### config.mk
export PLATFORM = sky130hd
export DESIGN_NAME = sha256_msg_schedule
export DESIGN_NICKNAME = d
export VERILOG_FILES = /design/src/rtl/sha256_msg_schedule.sv
export SDC_FILE = /design/constraint.sdc
export NUM_CORES = 1
export LEC_CHECK = 0
export CAP_MARGIN = 10
export CORE_AREA = 2 2 248 250
export CTS_BUF_LIST = sky130_fd_sc_hd__clkbuf_4
export CTS_CLUSTER_DIAMETER = 150
export DETAILED_ROUTE_END_ITERATION = 16
export DIE_AREA = 0 0 250 252
export PLACE_DENSITY = 0.73
export SETUP_SLACK_MARGIN = 0.4
export SLEW_MARGIN = 20
export SYNTH_ARGS = -nofsm -noshare
export SYNTH_HDL_FRONTEND = slang
export SYNTH_HIERARCHICAL = 1
export SYNTH_SLANG_ARGS = --single-unit
### constraint.sdc
create_clock -name aclk -period 8.8 [get_ports aclk]
set_input_delay 1.32 -clock aclk [delete_from_list [all_inputs] [get_ports aclk]]
set_output_delay 1.32 -clock aclk [all_outputs]
set_load 0.005 [all_outputs]
### src/rtl/sha256_msg_schedule.sv
// SHA-256 message schedule: loads one 512-bit block and streams W0..W63 using a
// 16-word sliding window, expanding W16..W63 on the fly.

module sha256_s0 (
    input  logic [31:0] x,
    output logic [31:0] y
);
    assign y = {x[6:0], x[31:7]} ^ {x[17:0], x[31:18]} ^ (x >> 3);
endmodule

module sha256_s1 (
    input  logic [31:0] x,
    output logic [31:0] y
);
    assign y = {x[16:0], x[31:17]} ^ {x[18:0], x[31:19]} ^ (x >> 10);
endmodule

module sha256_msg_schedule (
    input  logic         aclk,
    input  logic         aresetn,
    input  logic         blk_valid,
    output logic         blk_ready,
    input  logic [511:0] blk_data,
    output logic         w_valid,
    input  logic         w_ready,
    output logic [31:0]  w_data,
    output logic [5:0]   w_idx,
    output logic         w_last,
    output logic         busy
);
    typedef enum logic {IDLE, RUN} state_t;

    state_t             state, state_nxt;
    logic [15:0][31:0]  window;
    logic [5:0]         t;
    logic               load, advance;
    logic [31:0]        s0_out, s1_out, w_new;

    sha256_s0 u_s0 (.x(window[1]),  .y(s0_out));
    sha256_s1 u_s1 (.x(window[14]), .y(s1_out));

    // W[t+16]; also computed for t >= 48, where the result simply falls off the end
    assign w_new = s1_out + window[9] + s0_out + window[0];

    always_comb begin
        state_nxt = state;
        blk_ready = 1'b0;
        w_valid   = 1'b0;
        load      = 1'b0;
        advance   = 1'b0;
        case (state)
            IDLE: begin
                blk_ready = 1'b1;
                if (blk_valid) begin
                    load      = 1'b1;
                    state_nxt = RUN;
                end
            end
            RUN: begin
                w_valid = 1'b1;
                if (w_ready) begin
                    advance = 1'b1;
                    if (t == 6'd63)
                        state_nxt = IDLE;
                end
            end
            default: state_nxt = IDLE;
        endcase
    end

    always_ff @(posedge aclk or negedge aresetn) begin
        if (!aresetn) begin
            state  <= IDLE;
            window <= '0;
            t      <= '0;
        end else begin
            state <= state_nxt;
            if (load) begin
                for (int i = 0; i < 16; i++)
                    window[i] <= blk_data[511 - 32*i -: 32];
                t <= '0;
            end else if (advance) begin
                window <= {w_new, window[15:1]};
                t      <= t + 6'd1;  // wraps 63 -> 0 on the final word
            end
        end
    end

    assign w_data = w_valid ? window[0] : 32'd0;
    assign w_idx  = t;
    assign w_last = w_valid && (t == 6'd63);
    assign busy   = (state == RUN);

endmodule

==> results.sh, run 1 <==
export IMPL_outcome="complete, no violations"
export IMPL_ctsRootBufferMaster="sky130_fd_sc_hd__clkbuf_4"
export IMPL_drt_first_pass_iters=6
export IMPL_clock_skew_ns=0.0667
export IMPL_via_count=26600
export IMPL_critical_path_cell_by_cell="xor3_1, inv_1, fa_1, fa_1, inv_1, ha_1, inv_1, fa_1, and2b_1, o21bai_4, a311oi_4, o211ai_2, a2111oi_4, mux2_2, nor2_1"
export IMPL_mostFrequentLayoutCell="sky130_fd_sc_hd__nand2_1"
export IMPL_min_delay_path_class="input pin to async pin"
export IMPL_final_net_count=4483
export IMPL_rsz0062_at_grt="no"
export IMPL_clock_tree_htree_level_count=4
export IMPL_ctsHoldBuffers=0
export IMPL_report_final_slew_viol_count=0
export IMPL_vias_per_cell=5.59
export IMPL_timing_critical_path_max_delay_family="adder cells"
export IMPL_first_global_vias=25300
export IMPL_cts_sink_count=519
export IMPL_timing_slew_headroom=0.285
export IMPL_final_cell_mix="1,009 x sky130_fd_sc_hd__nand2_1, 556 x sky130_fd_sc_hd__clkdlybuf4s50_1, 546 x sky130_fd_sc_hd__nor2_1"
export IMPL_number_of_remaining_drc_errors=0
export IMPL_cts_post_setup_buffers_inserted=0
export IMPL_synth_enable_flop_cells=0
export IMPL_number_of_warning_messages_in_the_yosys_log=6
export IMPL_track_usage=0.328
export IMPL_cpPeakStageDelay_ns=0.47
export IMPL_die_w_um=250
export IMPL_fp_coreArea_mm2=0.0601
export IMPL_post_synth_top_area_cell="sky130_fd_sc_hd__dfrtp_1"
export IMPL_critical_path_reg2reg_endpoint="window[505]"
export IMPL_clock_latency_ns=0.99
export IMPL_netlist_area_mm2=0.0281
export IMPL_final_setup_tns_ns=0
export IMPL_asyncSetResetFlopFracSynth=1.00
export IMPL_die_height_um=252
export IMPL_reg2regPathDepth=15
export IMPL_clk_pin_slew_worst_paths_ns=0.06
export IMPL_ys_ff_latch=519
export IMPL_ios=558
export IMPL_placed_cells_incl_taps=4508
export IMPL_reg2reg_from="window[40]"
export IMPL_drive_gt1_frac=0.0669
export IMPL_initial_util=0.467
export IMPL_placementRows=90
export IMPL_leakage_nw=16.4
export IMPL_startpoint_type="flip-flop"
export IMPL_r2r_setup_slack_ns=4.14
export IMPL_irDropWorstVdd_mv=0.405
export IMPL_antenna_violating_nets_post_route=0
export IMPL_port_buffer_count=557
export IMPL_critical_path_slowest_cell="sky130_fd_sc_hd__dfrtp_1"
export IMPL_global_route_wire_length_before_repair_um=154000
export IMPL_routabilityCongestion=0.937
export IMPL_flow_area_growth_from_synthesis_pct=27.5
export IMPL_critical_path_class="flip-flop to flip-flop"
export IMPL_initial_antenna_violation_count=15
export IMPL_critical_path_peak_fanout=5
export IMPL_power_density_mw_per_mm2=363
export IMPL_biggest_area_contributors_in_the_synthesized_netlist="sky130_fd_sc_hd__dfrtp_1 46%, sky130_fd_sc_hd__nand2_1 14%, sky130_fd_sc_hd__a31oi_1 11%"
export IMPL_non_filler_instance_count_after_layout=4752
export IMPL_ctsLongestPathBuffers=3
export IMPL_number_of_drc_markers_after_the_initial_detailed_route_iteration=2890
export IMPL_worst_ep_arrival_time_ns=5.55
export IMPL_worst_slew_pin_slew_ns=1.07
export IMPL_sequential_fraction_of_the_synthesis_area=0.462
export IMPL_synth_distinct_cells=59
export IMPL_pin_count_of_the_biggest_net_entering_global_routing=213
export IMPL_hpwlAfterDp_um=77100
export IMPL_number_of_instances_in_the_synthesized_netlist=3382
export IMPL_totalWireLength_um=105000
export IMPL_wl_per_instance_um=22.1
export IMPL_postCtsResizedCells=0
export IMPL_yosys_most_used_dff="sky130_fd_sc_hd__dfrtp_1"
export IMPL_timing_fmax_mhz=215
export IMPL_fin_crit_ns=4.66
export IMPL_timing_final_setup_violations=0
export IMPL_synth_avg_cell_area_um2=8.30
export IMPL_min_period_over_period=0.529
export IMPL_cap_viol_max_count=0
export IMPL_yosys_area_top_type_share=0.462
export IMPL_die_area_mm2=0.0630
export IMPL_final_area_mm2=0.0358
export IMPL_critical_path_required_ns=9.70
export IMPL_crit_path_end_kind="flip-flop"
export IMPL_cts_tree="done"
export IMPL_cp_buffers_inverters=3
export IMPL_hold_viol=0
export IMPL_cts_made_buffers=145
export IMPL_gr_total_overflow=0
export IMPL_placed_instance_area_mm2=0.0340
export IMPL_synth_net_count=3992
## synthesized netlist by cell type (all sizes together) (8+ instances only)
cell type and n:
nand2 1011, xnor2 15, buf 16, nand3 15, nor3 10, o22ai 9, inv 183, ha 32
xor3 51, a21o 17, clkbuf 220, a31oi 490, dfrtp 519, a21oi 52, fa 62, xor2 21
and3 8, o21ai 31, nor2 546
## how the worst max path moves through the flow
stage	slack (ns)	start	cells past startpoint	end
6_report	4.14	window[40]	15	window[505]
5_1_grt	3.83	window[40]	15	window[509]
4_1_cts	4.15	window[40]	15	window[505]
3_5_place_dp	4.21	window[40]	15	window[505]
3_3_place_gp	4.27	window[40]	15	window[505]
2_1_floorplan	4.68	window[40]	15	window[505]
## logic make-up after synthesis
group,Yosys count,share of synthesized area
and+or+nand+nor,1618,0.221
AOI/OAI and AO/OA,642,0.146
DFF,519,0.462
buffers and inverters,419,0.0561
adders and majority gates,94,0.0585
xor gates and xnor gates,87,0.0549
muxes,3,0.00111
## power by group
part | internal [mW] | leakage [nW] | switching (mW)
Combinational | 3.00 | 8.70 | 4.25
Sequential | 3.00 | 6.70 | 0.564
Clock | 1.12 | 1.04 | 1.05
Total | 7.12 | 16.4 | 5.87
## sequential cells by signal (all words and copies together) (netlist names)
signal and flops:
window 512, busy 1, w_idx 6
## stage by stage
| stage | hold slack (ns) | utilization | total power, mW | setup slack (ns) |
|---|---|---|---|---|
| 2_1_floorplan | 0.472 | - | 8.38 | 4.68 |
| 3_3_place_gp | 0.490 | 0.566 | 10.7 | 4.27 |
| 3_5_place_dp | 0.500 | 0.566 | 10.7 | 4.21 |
| 4_1_cts | 0.274 | 0.595 | 12.9 | 4.15 |
| 5_1_grt | 0.345 | 0.595 | 13.9 | 3.83 |
| 6_report | 0.338 | 0.595 | 13.0 | 4.14 |
## area by class of cell
cell class | instances | area [um^2]
clock buffers | 213 | 1600
repair buffers | 580 | 5850
inverters | 183 | 687
well taps | 782 | 978
fillers | 5444 | 24300
flip-flops and latches | 519 | 13000
multi-input cells | 2444 | 13500
clock inverters | 20 | 125
diodes | 11 | 27.5
## worst reg2reg max path: stages, from the launching register on
cell and delay [ns]:
sky130_fd_sc_hd__dfrtp_1 0.47, sky130_fd_sc_hd__xor3_1 0.46, sky130_fd_sc_hd__inv_1 0.13, sky130_fd_sc_hd__fa_1 0.45
sky130_fd_sc_hd__fa_1 0.45, sky130_fd_sc_hd__inv_1 0.08, sky130_fd_sc_hd__ha_1 0.16, sky130_fd_sc_hd__inv_1 0.06
sky130_fd_sc_hd__fa_1 0.44, sky130_fd_sc_hd__and2b_1 0.28, sky130_fd_sc_hd__o21bai_4 0.09, sky130_fd_sc_hd__a311oi_4 0.41
sky130_fd_sc_hd__o211ai_2 0.21, sky130_fd_sc_hd__a2111oi_4 0.43, sky130_fd_sc_hd__mux2_2 0.38, sky130_fd_sc_hd__nor2_1 0.09
## layer usage
metal | track usage | vias up | wire length, um
met2 | 0.502 | 1261 | 47900
met4 | 0.133 | 6 | 3700
met5 | 0 | - | 36
met1 | 0.440 | 12800 | 43100
met3 | 0.0957 | 189 | 10300
li1 | - | 12300 | -
(Power assumes the default switching activity.)
==> run 2: changes to the inputs <==
==> constraint.sdc (replaced) <==
create_clock -name aclk -period 4.5 [get_ports aclk]
set_input_delay 0.675 -clock aclk [delete_from_list [all_inputs] [get_ports aclk]]
set_output_delay 0.675 -clock aclk [all_outputs]
set_load 0.005 [all_outputs]
==> run 2 against run 1 <==
  * Critical path depth rose by 1
  * Sequential share of layout area fell by 0.80 points
  * Clock power rose by 100%
  * Flip-flop and latch count did not move
  * Setup slack got worse by 3.7 ns
  * Wire length rose by 2.7%
  * Combinational power rose by 120%
  * Maximum frequency rose by 13%
  * Die area did not move
  * Clock skew fell by 0.011 ns
  * Count of clock-buffer cells in the layout fell by 4
  * Critical path type unchanged
==> results.sh, run 2 (synthesis gave the netlist of run 1 again) <==
export IMPL_clk_pin_slew_worst_paths_ns=0.07
export IMPL_cap_viol_max_count=0
export IMPL_wl_per_instance_um=22.3
export IMPL_placementRows=90
export IMPL_drive_gt1_frac=0.0900
export IMPL_critical_path_peak_fanout=3
export IMPL_r2r_setup_slack_ns=0.40
export IMPL_multi_input_comb_area_mm2=0.0137
export IMPL_critical_path_required_ns=5.42
export IMPL_cts_sink_count=519
export IMPL_port_buffer_count=557
export IMPL_via_count=26900
export IMPL_global_route_wire_length_before_repair_um=158000
export IMPL_clock_skew_ns=0.0561
export IMPL_crit_path_end_kind="flip-flop"
export IMPL_first_global_vias=25700
export IMPL_track_usage=0.338
export IMPL_final_area_mm2=0.0366
export IMPL_timing_slew_headroom=0.276
export IMPL_irDropWorstVdd_mv=0.663
export IMPL_drt_first_pass_iters=6
export IMPL_gr_total_overflow=0
export IMPL_ios=558
export IMPL_startpoint_type="flip-flop"
export IMPL_antenna_violating_nets_post_route=0
export IMPL_die_w_um=250
export IMPL_min_period_over_period=0.912
export IMPL_flip_flop_count_of_the_largest_register_after_layout=512
export IMPL_report_final_slew_viol_count=0
export IMPL_worst_slew_pin_slew_ns=1.09
export IMPL_initial_util=0.467
export IMPL_cts_tree="done"
export IMPL_totalWireLength_um=108000
export IMPL_routabilityCongestion=0.935
export IMPL_mostFrequentLayoutCell="sky130_fd_sc_hd__nand2_1"
export IMPL_fp_coreArea_mm2=0.0601
export IMPL_number_of_drc_markers_after_the_initial_detailed_route_iteration=2838
export IMPL_placed_instance_area_mm2=0.0345
export IMPL_min_delay_path_class="input pin to flip-flop"
export IMPL_initial_antenna_violation_count=24
export IMPL_number_of_remaining_drc_errors=0
export IMPL_hpwlAfterDp_um=80500
export IMPL_flow_area_growth_from_synthesis_pct=30.5
export IMPL_register_name_with_the_most_flops="window"
export IMPL_report_power_total_mw=27.1
export IMPL_worst_ep_arrival_time_ns=5.02
export IMPL_final_net_count=4540
export IMPL_register_area_mm2=0.0130
export IMPL_hold_viol=0
export IMPL_final_setup_tns_ns=0
export IMPL_die_area_mm2=0.0630
export IMPL_critical_path_class="flip-flop to flip-flop"
export IMPL_final_cell_mix="1,008 x sky130_fd_sc_hd__nand2_1, 556 x sky130_fd_sc_hd__clkdlybuf4s50_1, 546 x sky130_fd_sc_hd__nor2_1"
export IMPL_fillers=5335
export IMPL_outcome="complete, no violations"
export IMPL_pin_count_of_the_biggest_net_entering_global_routing=227
export IMPL_timing_final_setup_violations=0
export IMPL_leakage_nw=16.8
export IMPL_die_height_um=252
export IMPL_ctsLongestPathBuffers=3
export IMPL_timing_fmax_mhz=244
export IMPL_clock_latency_ns=1.00
export IMPL_cts_made_buffers=144
export IMPL_fin_crit_ns=4.10
export IMPL_rsz0062_at_grt="yes"
export IMPL_clock_tree_htree_level_count=4
export IMPL_ctsRootBufferMaster="sky130_fd_sc_hd__clkbuf_4"
export IMPL_vias_per_cell=5.56
export IMPL_power_density_mw_per_mm2=740
run 2: routing by layer:
metal | vias to the layer above | part of all wire | global-route usage
li1 | 12400 | - | -
met1 | 12900 | 0.41 | 0.454
met2 | 1359 | 0.46 | 0.519
met3 | 191 | 0.10 | 0.0983
met4 | 16 | 0.033 | 0.132
met5 | - | 0.0011 | 0
run 2: path summary, 6_finish.rpt:
kind	start	endpoint	depth (start not counted)
setup reg to reg	window[40]	window[505]	16
hold / removal	blk_data[2]	window[482]	3
min in group asynchronous	aresetn	window[129]	2
hold reg to reg	window[324]	window[292]	2
max in group asynchronous	aresetn	window[269]	3
setup / recovery	window[40]	window[505]	16
run 2: per-stage QoR:
step / setup WS, ns / util / std cells / hold slack, ns
after floorplan: 0.472 / - / 3382 / 0.379
final: 0.396 / 0.609 / 4836 / 0.238
after CTS: 0.233 / 0.605 / 4808 / 0.145
after global placement: 0.183 / 0.574 / 4552 / 0.496
after global routing: 0.284 / 0.609 / 4832 / 0.167
after detailed placement: 0.155 / 0.574 / 4552 / 0.495
run 2: layout make-up:
type                       count  share of cell area
tap                          782              0.0267
inverter                     183              0.0187
clock inverter                40             0.00663
sequential                   519               0.355
timing repair buffer         638               0.175
clock buffer                 209              0.0428
multi-input combinational   2444               0.373
antenna                       21             0.00143
run 2: worst max-delay path: stages, from the launching register on:
cell and delay [ns]:
sky130_fd_sc_hd__dfrtp_1 0.38, sky130_fd_sc_hd__xor3_1 0.41, sky130_fd_sc_hd__inv_1 0.06, sky130_fd_sc_hd__fa_1 0.49, sky130_fd_sc_hd__fa_1 0.41, sky130_fd_sc_hd__inv_1 0.07, sky130_fd_sc_hd__ha_2 0.18, sky130_fd_sc_hd__inv_2 0.04
sky130_fd_sc_hd__fa_2 0.32, sky130_fd_sc_hd__and2b_2 0.25, sky130_fd_sc_hd__o21bai_4 0.08, sky130_fd_sc_hd__a311oi_4 0.32, sky130_fd_sc_hd__o211ai_4 0.17, sky130_fd_sc_hd__a2111oi_4 0.30, sky130_fd_sc_hd__buf_4 0.20, sky130_fd_sc_hd__mux2_4 0.30
sky130_fd_sc_hd__nor2_1 0.08
run 2: what timing repair did:
action | 4_1_cts | 5_1_grt
endpoints found under the setup margin | 5 | 17
buffers inserted | 6 | 7
hold buffers | 1 | 0
pin swaps | 12 | 12
hold endpoints to repair | 97 | 0
resized for setup | 8 | 39
gates cloned | 0 | 0
run 2: where the power goes:
part / internal, mW / leakage, nW / switching (mW)
registers: 5.87 / 6.68 / 1.06
logic: 6.65 / 9.03 / 9.14
clock network: 2.25 / 1.07 / 2.15
total: 14.8 / 16.8 / 12.3
==> run 3: changes to the inputs <==
--- a/config.mk
+++ b/config.mk
@@ -6,12 +6,11 @@
 export NUM_CORES = 1
 export LEC_CHECK = 0
 export CAP_MARGIN = 10
-export CORE_AREA = 2 2 248 250
-export CTS_BUF_LIST = sky130_fd_sc_hd__clkbuf_4
+export CORE_AREA = 2 2 268 270
+export CTS_BUF_LIST = sky130_fd_sc_hd__clkbuf_16
 export CTS_CLUSTER_DIAMETER = 150
 export DETAILED_ROUTE_END_ITERATION = 16
-export DIE_AREA = 0 0 250 252
-export PLACE_DENSITY = 0.73
+export DIE_AREA = 0 0 270 272
 export SETUP_SLACK_MARGIN = 0.4
 export SLEW_MARGIN = 20
 export SYNTH_ARGS = -nofsm -noshare
==> run 3 against run 2 <==
  * Sequential share of layout area is 0.052 points lower
  * Clock power is 5.7% higher
  * Critical path depth is 1 lower
  * Register-to-register slack hardly changed
  * First-iteration DRC count is 10% lower
  * Setup slack hardly changed
==> results.sh, run 3 (synthesis gave the netlist of run 1 again) <==
export IMPL_track_usage=0.299
export IMPL_register_name_with_the_most_flops="window"
export IMPL_rsz0062_at_grt="yes"
export IMPL_routabilityCongestion=0.931
export IMPL_postLayoutCoreUtil=0.519
export IMPL_placed_cells_incl_taps=4714
export IMPL_totalWireLength_um=113000
export IMPL_initial_antenna_violation_count=21
export IMPL_min_delay_path_class="input pin to async pin"
export IMPL_clk_pin_slew_worst_paths_ns=0.07
export IMPL_clock_latency_ns=0.65
export IMPL_timing_slew_headroom=0.300
export IMPL_number_of_remaining_drc_errors=0
export IMPL_cts_made_buffers=58
export IMPL_final_area_mm2=0.0367
export IMPL_pin_count_of_the_biggest_net_entering_global_routing=215
export IMPL_fin_crit_ns=4.10
export IMPL_clock_tree_htree_level_count=2
export IMPL_cts_sink_count=519
export IMPL_number_of_drc_markers_after_the_initial_detailed_route_iteration=2544
export IMPL_final_setup_tns_ns=0
export IMPL_final_net_count=4445
export IMPL_report_final_slew_viol_count=0
export IMPL_critical_path_cell_by_cell="buf_4, xor3_1, inv_1, fa_1, fa_1, inv_1, ha_2, nand2_1, o21bai_4, a311oi_4, o211ai_4, a2111oi_4, buf_4, mux2_4, nor2_2"
export IMPL_drive_gt1_frac=0.0503
export IMPL_critical_path_peak_fanout=5
export IMPL_worst_ep_arrival_time_ns=4.69
export IMPL_via_count=25800
export IMPL_antenna_violating_nets_post_route=0
export IMPL_timing_critical_path_max_delay_family="adder cells"
export IMPL_critical_path_required_ns=5.09
export IMPL_hold_viol=0
export IMPL_global_route_wire_length_before_repair_um=163000
export IMPL_ctsLongestPathBuffers=3
export IMPL_cap_viol_max_count=0
export IMPL_ctsHoldBuffers=0
export IMPL_outcome="complete, no violations"
export IMPL_cpPeakStageDelay_ns=0.48
export IMPL_placementRows=98
export IMPL_flow_area_growth_from_synthesis_pct=30.6
export IMPL_crit_path_end_kind="flip-flop"
export IMPL_critical_path_slowest_cell="sky130_fd_sc_hd__fa_1"
export IMPL_drt_first_pass_iters=6
export IMPL_startpoint_type="flip-flop"
export IMPL_worst_slew_pin_slew_ns=1.05
export IMPL_cts_tree="done"
export IMPL_timing_fmax_mhz=244
export IMPL_critical_path_class="flip-flop to flip-flop"
export IMPL_timing_final_setup_violations=0
export IMPL_min_period_over_period=0.912
export IMPL_fp_coreArea_mm2=0.0708
export IMPL_non_filler_instance_count_after_layout=4837
export IMPL_placed_instance_area_mm2=0.0347
export IMPL_ios=558
export IMPL_die_height_um=272
export IMPL_irDropWorstVdd_mv=0.528
export IMPL_port_buffer_count=557
export IMPL_mostFrequentLayoutCell="sky130_fd_sc_hd__nand2_1"
export IMPL_die_w_um=270
export IMPL_ctsRootBufferMaster="sky130_fd_sc_hd__clkbuf_16"
export IMPL_leakage_nw=16.6
export IMPL_flip_flop_count_of_the_largest_register_after_layout=512
export IMPL_initial_util=0.397
export IMPL_power_density_mw_per_mm2=742
export IMPL_hpwlAfterDp_um=84800
export IMPL_fillers=6855
export IMPL_vias_per_cell=5.33
export IMPL_die_area_mm2=0.0734
export IMPL_wl_per_instance_um=23.3
export IMPL_final_cell_mix="1,008 x sky130_fd_sc_hd__nand2_1, 556 x sky130_fd_sc_hd__clkdlybuf4s50_1, 545 x sky130_fd_sc_hd__nor2_1"
export IMPL_cp_buffers_inverters=4
export IMPL_clock_skew_ns=0.0179
export IMPL_first_global_vias=24900
export IMPL_gr_total_overflow=0
-- run 3: changes by cell type in the layout (fill, tap and decap cells not counted), sizes merged --
cell         before  now
dlygate4sd3       1    0
bufinv            2    4
diode            21   12
clkinvlp          5    1
clkbuf          209   59
clkinv           30   20
inv             186  199
buf              81   73
-- run 3: path summary, 6_finish.rpt --
| check | slack (ns) | end | from | cells past startpoint |
|---|---|---|---|---|
| min in group aclk | 0.51 | window[502] | window[502] | 2 |
| max | 0.40 | window[505] | window[40] | 15 |
| min reg2reg | 0.51 | window[502] | window[502] | 2 |
| min | 0.02 | window[96] | aresetn | 1 |
| max reg2reg | 0.40 | window[505] | window[40] | 15 |
| max in group asynchronous | 3.39 | window[41] | aresetn | 2 |
-- run 3: worst register-to-register path, delay by kind of cell, from the launching register on --
family	cells	cell delay, ns
adder cells (fa/ha/maj)	3	1.30
AO/OA/AOI/OAI	4	0.96
buffers and inverters	4	0.51
XOR/XNOR	1	0.41
flip-flops	1	0.38
multiplexers	1	0.31
AND/OR/NAND/NOR	2	0.18
-- run 3: cell type report --
type	instances	area, um^2	share of cell area
inverter	183	687	0.0187
antenna	12	30.0	0.000818
tap	950	1190	0.0324
clock inverter	41	329	0.00897
clock buffer	59	1480	0.0402
sequential	519	13000	0.354
timing repair buffer	629	6330	0.173
multi-input combinational	2444	13600	0.372
-- run 3: report_power, final --
part	total [mW]	internal (mW)	switching, mW
clock	4.65	2.59	2.06
combinational	15.6	6.51	9.09
sequential	6.97	5.87	1.10
total	27.2	15.0	12.3
-- run 3: stage by stage --
step | total power, mW | hold WS (ns) | worst slack (ns)
after floorplan | 16.4 | 0.379 | 0.472
after global placement | 21.7 | 0.499 | 0.281
after detailed placement | 21.7 | 0.503 | 0.241
after CTS | 26.8 | 0.0767 | 0.248
after global routing | 29.0 | 0.0715 | 0.272
final | 27.2 | 0.0175 | 0.396
-- run 3: routing by layer --
metal,routed length (um),part of all wire,GRT usage,vias to the layer above
li1,-,-,-,12100
met1,48600,0.43,0.412,12600
met2,52100,0.46,0.467,913
met3,8490,0.075,0.0713,163
met4,3440,0.031,0.0939,16
met5,100,0.00089,0,-
-- run 3: repair_timing --
action	in CTS	in global routing
setup endpoints to repair	5	16
hold endpoints to repair	0	0
setup buffers	8	3
gates resized for setup	9	26
pin swaps	12	8
